## src/rtl/one_to_four_demux_tdm.sv

```systemverilog
// TDM-to-4-lane demultiplexer: locks on frame_sync, assembles four lane samples
// and publishes them atomically on frame_out. Optional macro: DEMUX_STRICT_SYNC_EN.
module one_to_four_demux_tdm #(
  parameter int WIDTH = 1
) (
  input  logic               clk,
  input  logic               rst,
  input  logic [WIDTH-1:0]   din,
  input  logic               din_valid,
  input  logic               frame_sync,
  output logic [4*WIDTH-1:0] frame_out,
  output logic               out_valid,
  output logic [3:0]         lane_strobe,
  output logic [1:0]         lane_idx,
  output logic               locked,
  output logic               sync_err
);

  typedef enum logic {HUNT = 1'b0, RUN = 1'b1} state_t;

  state_t             state, state_n;
  logic [1:0]         cnt, cnt_n;
  logic [WIDTH-1:0]   hold   [3];
  logic [WIDTH-1:0]   hold_n [3];
  logic [4*WIDTH-1:0] frame_n;
  logic               out_valid_n;
  logic [3:0]         strobe_n;
  logic               sync_err_n;

  assign lane_idx = cnt;
  assign locked   = (state == RUN);

  // NOTE: every comb output gets its hold-current default first, so no path leaves a latch.
  always_comb begin
    state_n     = state;
    cnt_n       = cnt;
    hold_n      = hold;
    frame_n     = frame_out;
    out_valid_n = 1'b0;
    strobe_n    = 4'b0000;
    sync_err_n  = 1'b0;

    if (din_valid) begin
      if (state == HUNT) begin
        if (frame_sync) begin
          hold_n[0] = din;
          cnt_n     = 2'd1;
          state_n   = RUN;
          strobe_n  = 4'b0001;
        end
      end else if (frame_sync && (cnt != 2'd0)) begin
        // Early sync: drop the partial frame and realign on this sample as lane 0.
        sync_err_n = 1'b1;
        hold_n[0]  = din;
        cnt_n      = 2'd1;
        strobe_n   = 4'b0001;
`ifdef DEMUX_STRICT_SYNC_EN
      end else if (!frame_sync && (cnt == 2'd0)) begin
        sync_err_n = 1'b1;
        state_n    = HUNT;
        cnt_n      = 2'd0;
`endif
      end else begin
        strobe_n = 4'b0001 << cnt;
        cnt_n    = cnt + 2'd1;
        case (cnt)
          2'd0: hold_n[0] = din;
          2'd1: hold_n[1] = din;
          2'd2: hold_n[2] = din;
          default: begin
            frame_n     = {din, hold[2], hold[1], hold[0]};
            out_valid_n = 1'b1;
          end
        endcase
      end
    end
  end

  // NOTE: sequential state uses non-blocking assignments so all registers update from pre-edge values.
  always_ff @(posedge clk or posedge rst) begin
    if (rst) begin
      state       <= HUNT;
      cnt         <= 2'd0;
      // NOTE: the lane holding registers are reset too; they are a few flops, not a RAM.
      hold        <= '{default: '0};
      frame_out   <= '0;
      out_valid   <= 1'b0;
      lane_strobe <= 4'b0000;
      sync_err    <= 1'b0;
    end else begin
      state       <= state_n;
      cnt         <= cnt_n;
      hold        <= hold_n;
      frame_out   <= frame_n;
      out_valid   <= out_valid_n;
      lane_strobe <= strobe_n;
      sync_err    <= sync_err_n;
    end
  end

endmodule

```

## config.mk

```make
export PLATFORM = sky130hd
export DESIGN_NAME = one_to_four_demux_tdm
export DESIGN_NICKNAME = d
export VERILOG_FILES = /design/src/rtl/one_to_four_demux_tdm.sv
export SDC_FILE = /design/constraint.sdc
export NUM_CORES = 1
export LEC_CHECK = 0
export CAP_MARGIN = 15
export CORE_ASPECT_RATIO = 1.4
export CORE_MARGIN = 2
export CORE_UTILIZATION = 30
export DETAILED_ROUTE_END_ITERATION = 10
export DONT_BUFFER_PORTS = 1
export GPL_TIMING_DRIVEN = 0
export HOLD_SLACK_MARGIN = 0.02
export RECOVER_POWER = 50
export SETUP_SLACK_MARGIN = 0.02
export SLEW_MARGIN = 25
export SYNTH_ARGS = -nofsm -noshare
export SYNTH_HDL_FRONTEND = slang
export SYNTH_SLANG_ARGS = --single-unit
```

## constraint.sdc

```tcl
create_clock -name clk -period 2.1 [get_ports clk]
set_input_delay 0.42 -clock clk [delete_from_list [all_inputs] [get_ports clk]]
set_output_delay 0.42 -clock clk [all_outputs]
set_load 0.02 [all_outputs]
```

# Word level (Yosys, flattened, before mapping)
# Cells that the tools add are included.
[word_totals] in_bits=5 output_inout_bits=13 reg_bits=16
[classes] n_reduce_logical=10 add_sub_neg=1 mux=20 bitwise=2 eq_ne=3 shift=1
[op_table] cell="$mux W1" n=14
[op_table] cell="$mux W4" n=3
[op_table] cell="$reduce_and A4 Y1" n=3
[op_table] cell="$mux W2" n=3
[op_table] cell="$reduce_bool A2 Y1" n=2
[op_table] cell="$shl A1 B2 Y4 const A" n=1
[op_table] cell="$ne A3 B1 Y1 const B" n=1
[op_table] cell="$reduce_and A3 Y1" n=1
[op_table] cell="$reduce_or A3 Y1" n=1
[op_table] cell="$add A2 B1 Y2 const B" n=1
[op_table] cell="$eq A2 B1 Y1 const B" n=1
[op_table] cell="$eq A2 B2 Y1 const B" n=1
[op_table] cell="$logic_not A2 Y1" n=1
[op_table] cell="$not A1 Y1" n=2
[op_table] cell="$reduce_and A2 Y1" n=1
[op_table] cell="$logic_and A1 B1 Y1" n=1

# Longest topological paths before layout
[depth] word_depth=6 depth_mapped=6 depth_no_buf=6

# Worst setup path before layout
# No wires, ideal clock.
[synth_timing] kind="reg2reg" startpoint="register cnt[0] (netlist: lane_idx[0])" endpoint="register hold[0] in the netlist's numbering" path_buffers=0 slack_ns=0.415 period_less_slack_ns=1.685 path_stages_with_launch=6 arrival_ns=1.560 cell_sequence="dfrtp_1 > inv_1 > ha_1 > nand2b_1 > and3_4 > mux2_4"
[synth_between] elab_chain_len=4 word_cells_on_any_way=5 cone_classes="eq/ne: 1; bitwise: 1; reduce/logical: 3"
[synth_lines] element="from (decl)" line_no="22" source="logic [1:0] cnt, cnt_n;"
[synth_lines] element="from (signal assigned)" line_no="92" source="cnt <= cnt_n;"
[synth_lines] element="$reduce_bool A2 Y1" line_no="51" source="end else if (frame_sync && (cnt != 2'd0)) begin"
[synth_lines] element="$logic_and A1 B1 Y1" line_no="51"
[synth_lines] element="$not A1 Y1 (no line)"
[synth_lines] element="$reduce_and A4 Y1 (no line) (*)"
[synth_lines] element="to (signal assigned)" line_no="93" source="hold <= hold_n;"
[synth_lines] element="to (decl)" line_no="23" source="logic [WIDTH-1:0] hold [3];"
# Every way passes the cells marked *; elsewhere a longest branch is shown, timed or not.
# A chain may end at the register's enable or synchronous reset.

# Worst setup path in the final report
# Same ends and word-level chain as after synthesis.

==> metrics.txt <==
Final Max Tran Viols 0; H-tree levels 1; Die W 44.4 um; IO buf count 0; Antenna diodes 0; Slew headroom 0.618; sequential area share after synthesis 0.548; largest area contributor in the netlist dfrtp_1; worst reg2reg startpoint lane_idx[0]; Post-Route WL 1050 um; layout cells sized above 1 0.392; Ys Warns 0; final setup TNS 0 ps; first-pass detailed-route iteration total 2; DR vias 350; Final Cycle Share 0.895; slowest CP cell dfrtp_1; clock root cell clkbuf_4; Hold WS 74.7 ps; Avg Vias per Cell 4.79; largest net degree at the start of global routing 16; status complete, no violations; CP arrival 2040 ps; count leader, synth dfrtp_1; Final Hold Fails 0; drt drc 0; largest fanout on the critical path 8; Mean Syn Cell Area between 10 and 15 um2; CTS Buffer Depth 2; wire length per cell 14.3 um; max-cap viol count 0; kind of critical path reg2reg; Setup crit end kind flop; worst-case clock skew 9.48 ps; Worst-Margin Slew 572 ps; floorplan core area between 2000 and 2500 um2; CP cell instances inv_1 -> ha_1 -> nand2b_1 -> and3_4 -> mux2_4; max frequency 532 MHz; Max VDD drop 0.401 mV; Mapped Cells 47; Post-CTS Resized 0; number of library cell types mapped by synthesis 21; clock buffer count from CTS 3; Pwr Density 1340 nW/um2; # Post-CTS Setup Buffers 0; RePlAce Congestion between 0.6 and 0.7; CTS Hold Buffers Added 0; row cnt 20; initial drt markers 1; CTS tree yes; Antenna Violating Nets Remaining 0; io pins 18; share of the synthesized area in the top cell type 0.548; CTS sink cnt 15; ys async rst share 1.00; RSZ-0062 raised after global routing false; largest cells by area after synthesis dfrtp_1, mux2_4, ha_1; final net count 61; Critical Path Max Stage Delay 610 ps; Hold WC Path Type in2async; Synth Flop Type dfrtp_1; Final setup viols 0; total congestion overflow 0; Mapped Nets between 50 and 60; Req. time, crit path 2260 ps; die area about 2700 um2; Starting Density 0.314; Pleak 0.354 nW; initial antenna violation count 0; GRT Total Usage 0.0912; wire length of the first global-routing pass 1690 um; synthesized cell area 684 um2; reg2reg path depth 5; Period minus WS final 1880 ps; Die H 60.5 um; vias in the first global route 359; number of flops mapped to enable cells by yosys 0; Worst R2R End hold[0]; startpoint types flop; DP Wirelength 808 um; post-synthesis sequential element count 15; Area Growth Syn to Fin 7.86%; Reg2Reg Setup Slack 220 ps; Clock Latency Late Sink 270 ps; top cells by count, synth dfrtp_1, mux2_4, ha_1; clk slew on worst S/H paths roughly 90 ps
-- per-layer routing --
layer,track usage,up-vias,wire length (um)
met5,0,-,0
met4,0.0649,0,17
met3,0.0446,2,83
met2,0.128,12,490
met1,0.107,169,455
li1,-,167,-
-- critical path, delay by kind of cell, from the launching register on --
| family | cells | cell delay (ps) |
|---|---|---|
| DFF | 1 | 610 |
| and+or+nand+nor | 2 | 490 |
| muxes | 1 | 280 |
| adders and majority gates | 1 | 260 |
| buffers and inverters | 1 | 120 |
-- flip-flops by register name, summed over array words and instances, names as in the netlist --
register / cells
frame_out: 4
hold: 3
lane_idx: 2
lane_strobe: 4
locked: 1
sync_err: 1
-- cell families after synthesis --
logic type	after synthesis	share of synthesized area
flops	15	0.548
simple gates	9	0.115
mux	7	0.148
compound gates	6	0.0658
buf+inv	6	0.0494
fa+ha+maj	4	0.0731
-- stage by stage --
stage / power (mW) / setup slack [ps] / instance area, um2 / utilization / std cells
floorplan: 0.785 / 415 / 684 / - / 47
global placement: 0.828 / 234 / 712 / 0.327 / 69
detailed placement: 0.841 / 218 / 712 / 0.327 / 69
CTS: 1.00 / 191 / 738 / 0.339 / 73
global route: 1.06 / 52.8 / 738 / 0.339 / 73
finish: 0.986 / 221 / 738 / 0.339 / 73
-- how the worst max path moves through the flow --
stage	start	endpoint	cells after the start	slack, ps
3_3_place_gp	lane_idx[0]	hold[0]	5	230
3_5_place_dp	lane_idx[0]	frame_out[2]	6	220
2_1_floorplan	lane_idx[0]	hold[0]	5	420
6_report	lane_idx[0]	hold[0]	5	220
5_1_grt	lane_idx[0]	frame_out[2]	6	50
4_1_cts	lane_idx[0]	frame_out[2]	6	190
-- power by group --
| group | internal (mW) | total [mW] | leakage (nW) | switching [mW] |
|---|---|---|---|---|
| Combinational | 0.165 | 0.265 | 0.156 | 0.0997 |
| Sequential | 0.387 | 0.563 | 0.184 | 0.176 |
| Clock | 0.0735 | 0.159 | 0.0150 | 0.0853 |
-- cell usage in the layout, fill, tap and decap left out, drive strengths merged, types with 2 or more instances in the layout --
cell    count
and3        2
ha          4
a21oi       2
clkbuf      4
mux2        7
buf         2
nor2b       2
dfrtp      15
nand3       2
inv         4
-- area by class of cell --
cell class / count / area (um2)
Tap cell: 22 / 27.5
Sequential cell: 15 / 375
Buffer: 2 / 18.8
Inverter: 4 / 15.0
Clock buffer: 4 / 26.3
Multi-Input combinational cell: 26 / 275
Fill cell: 204 / 1440
Note: power is estimated with default switching activity, not from simulation.
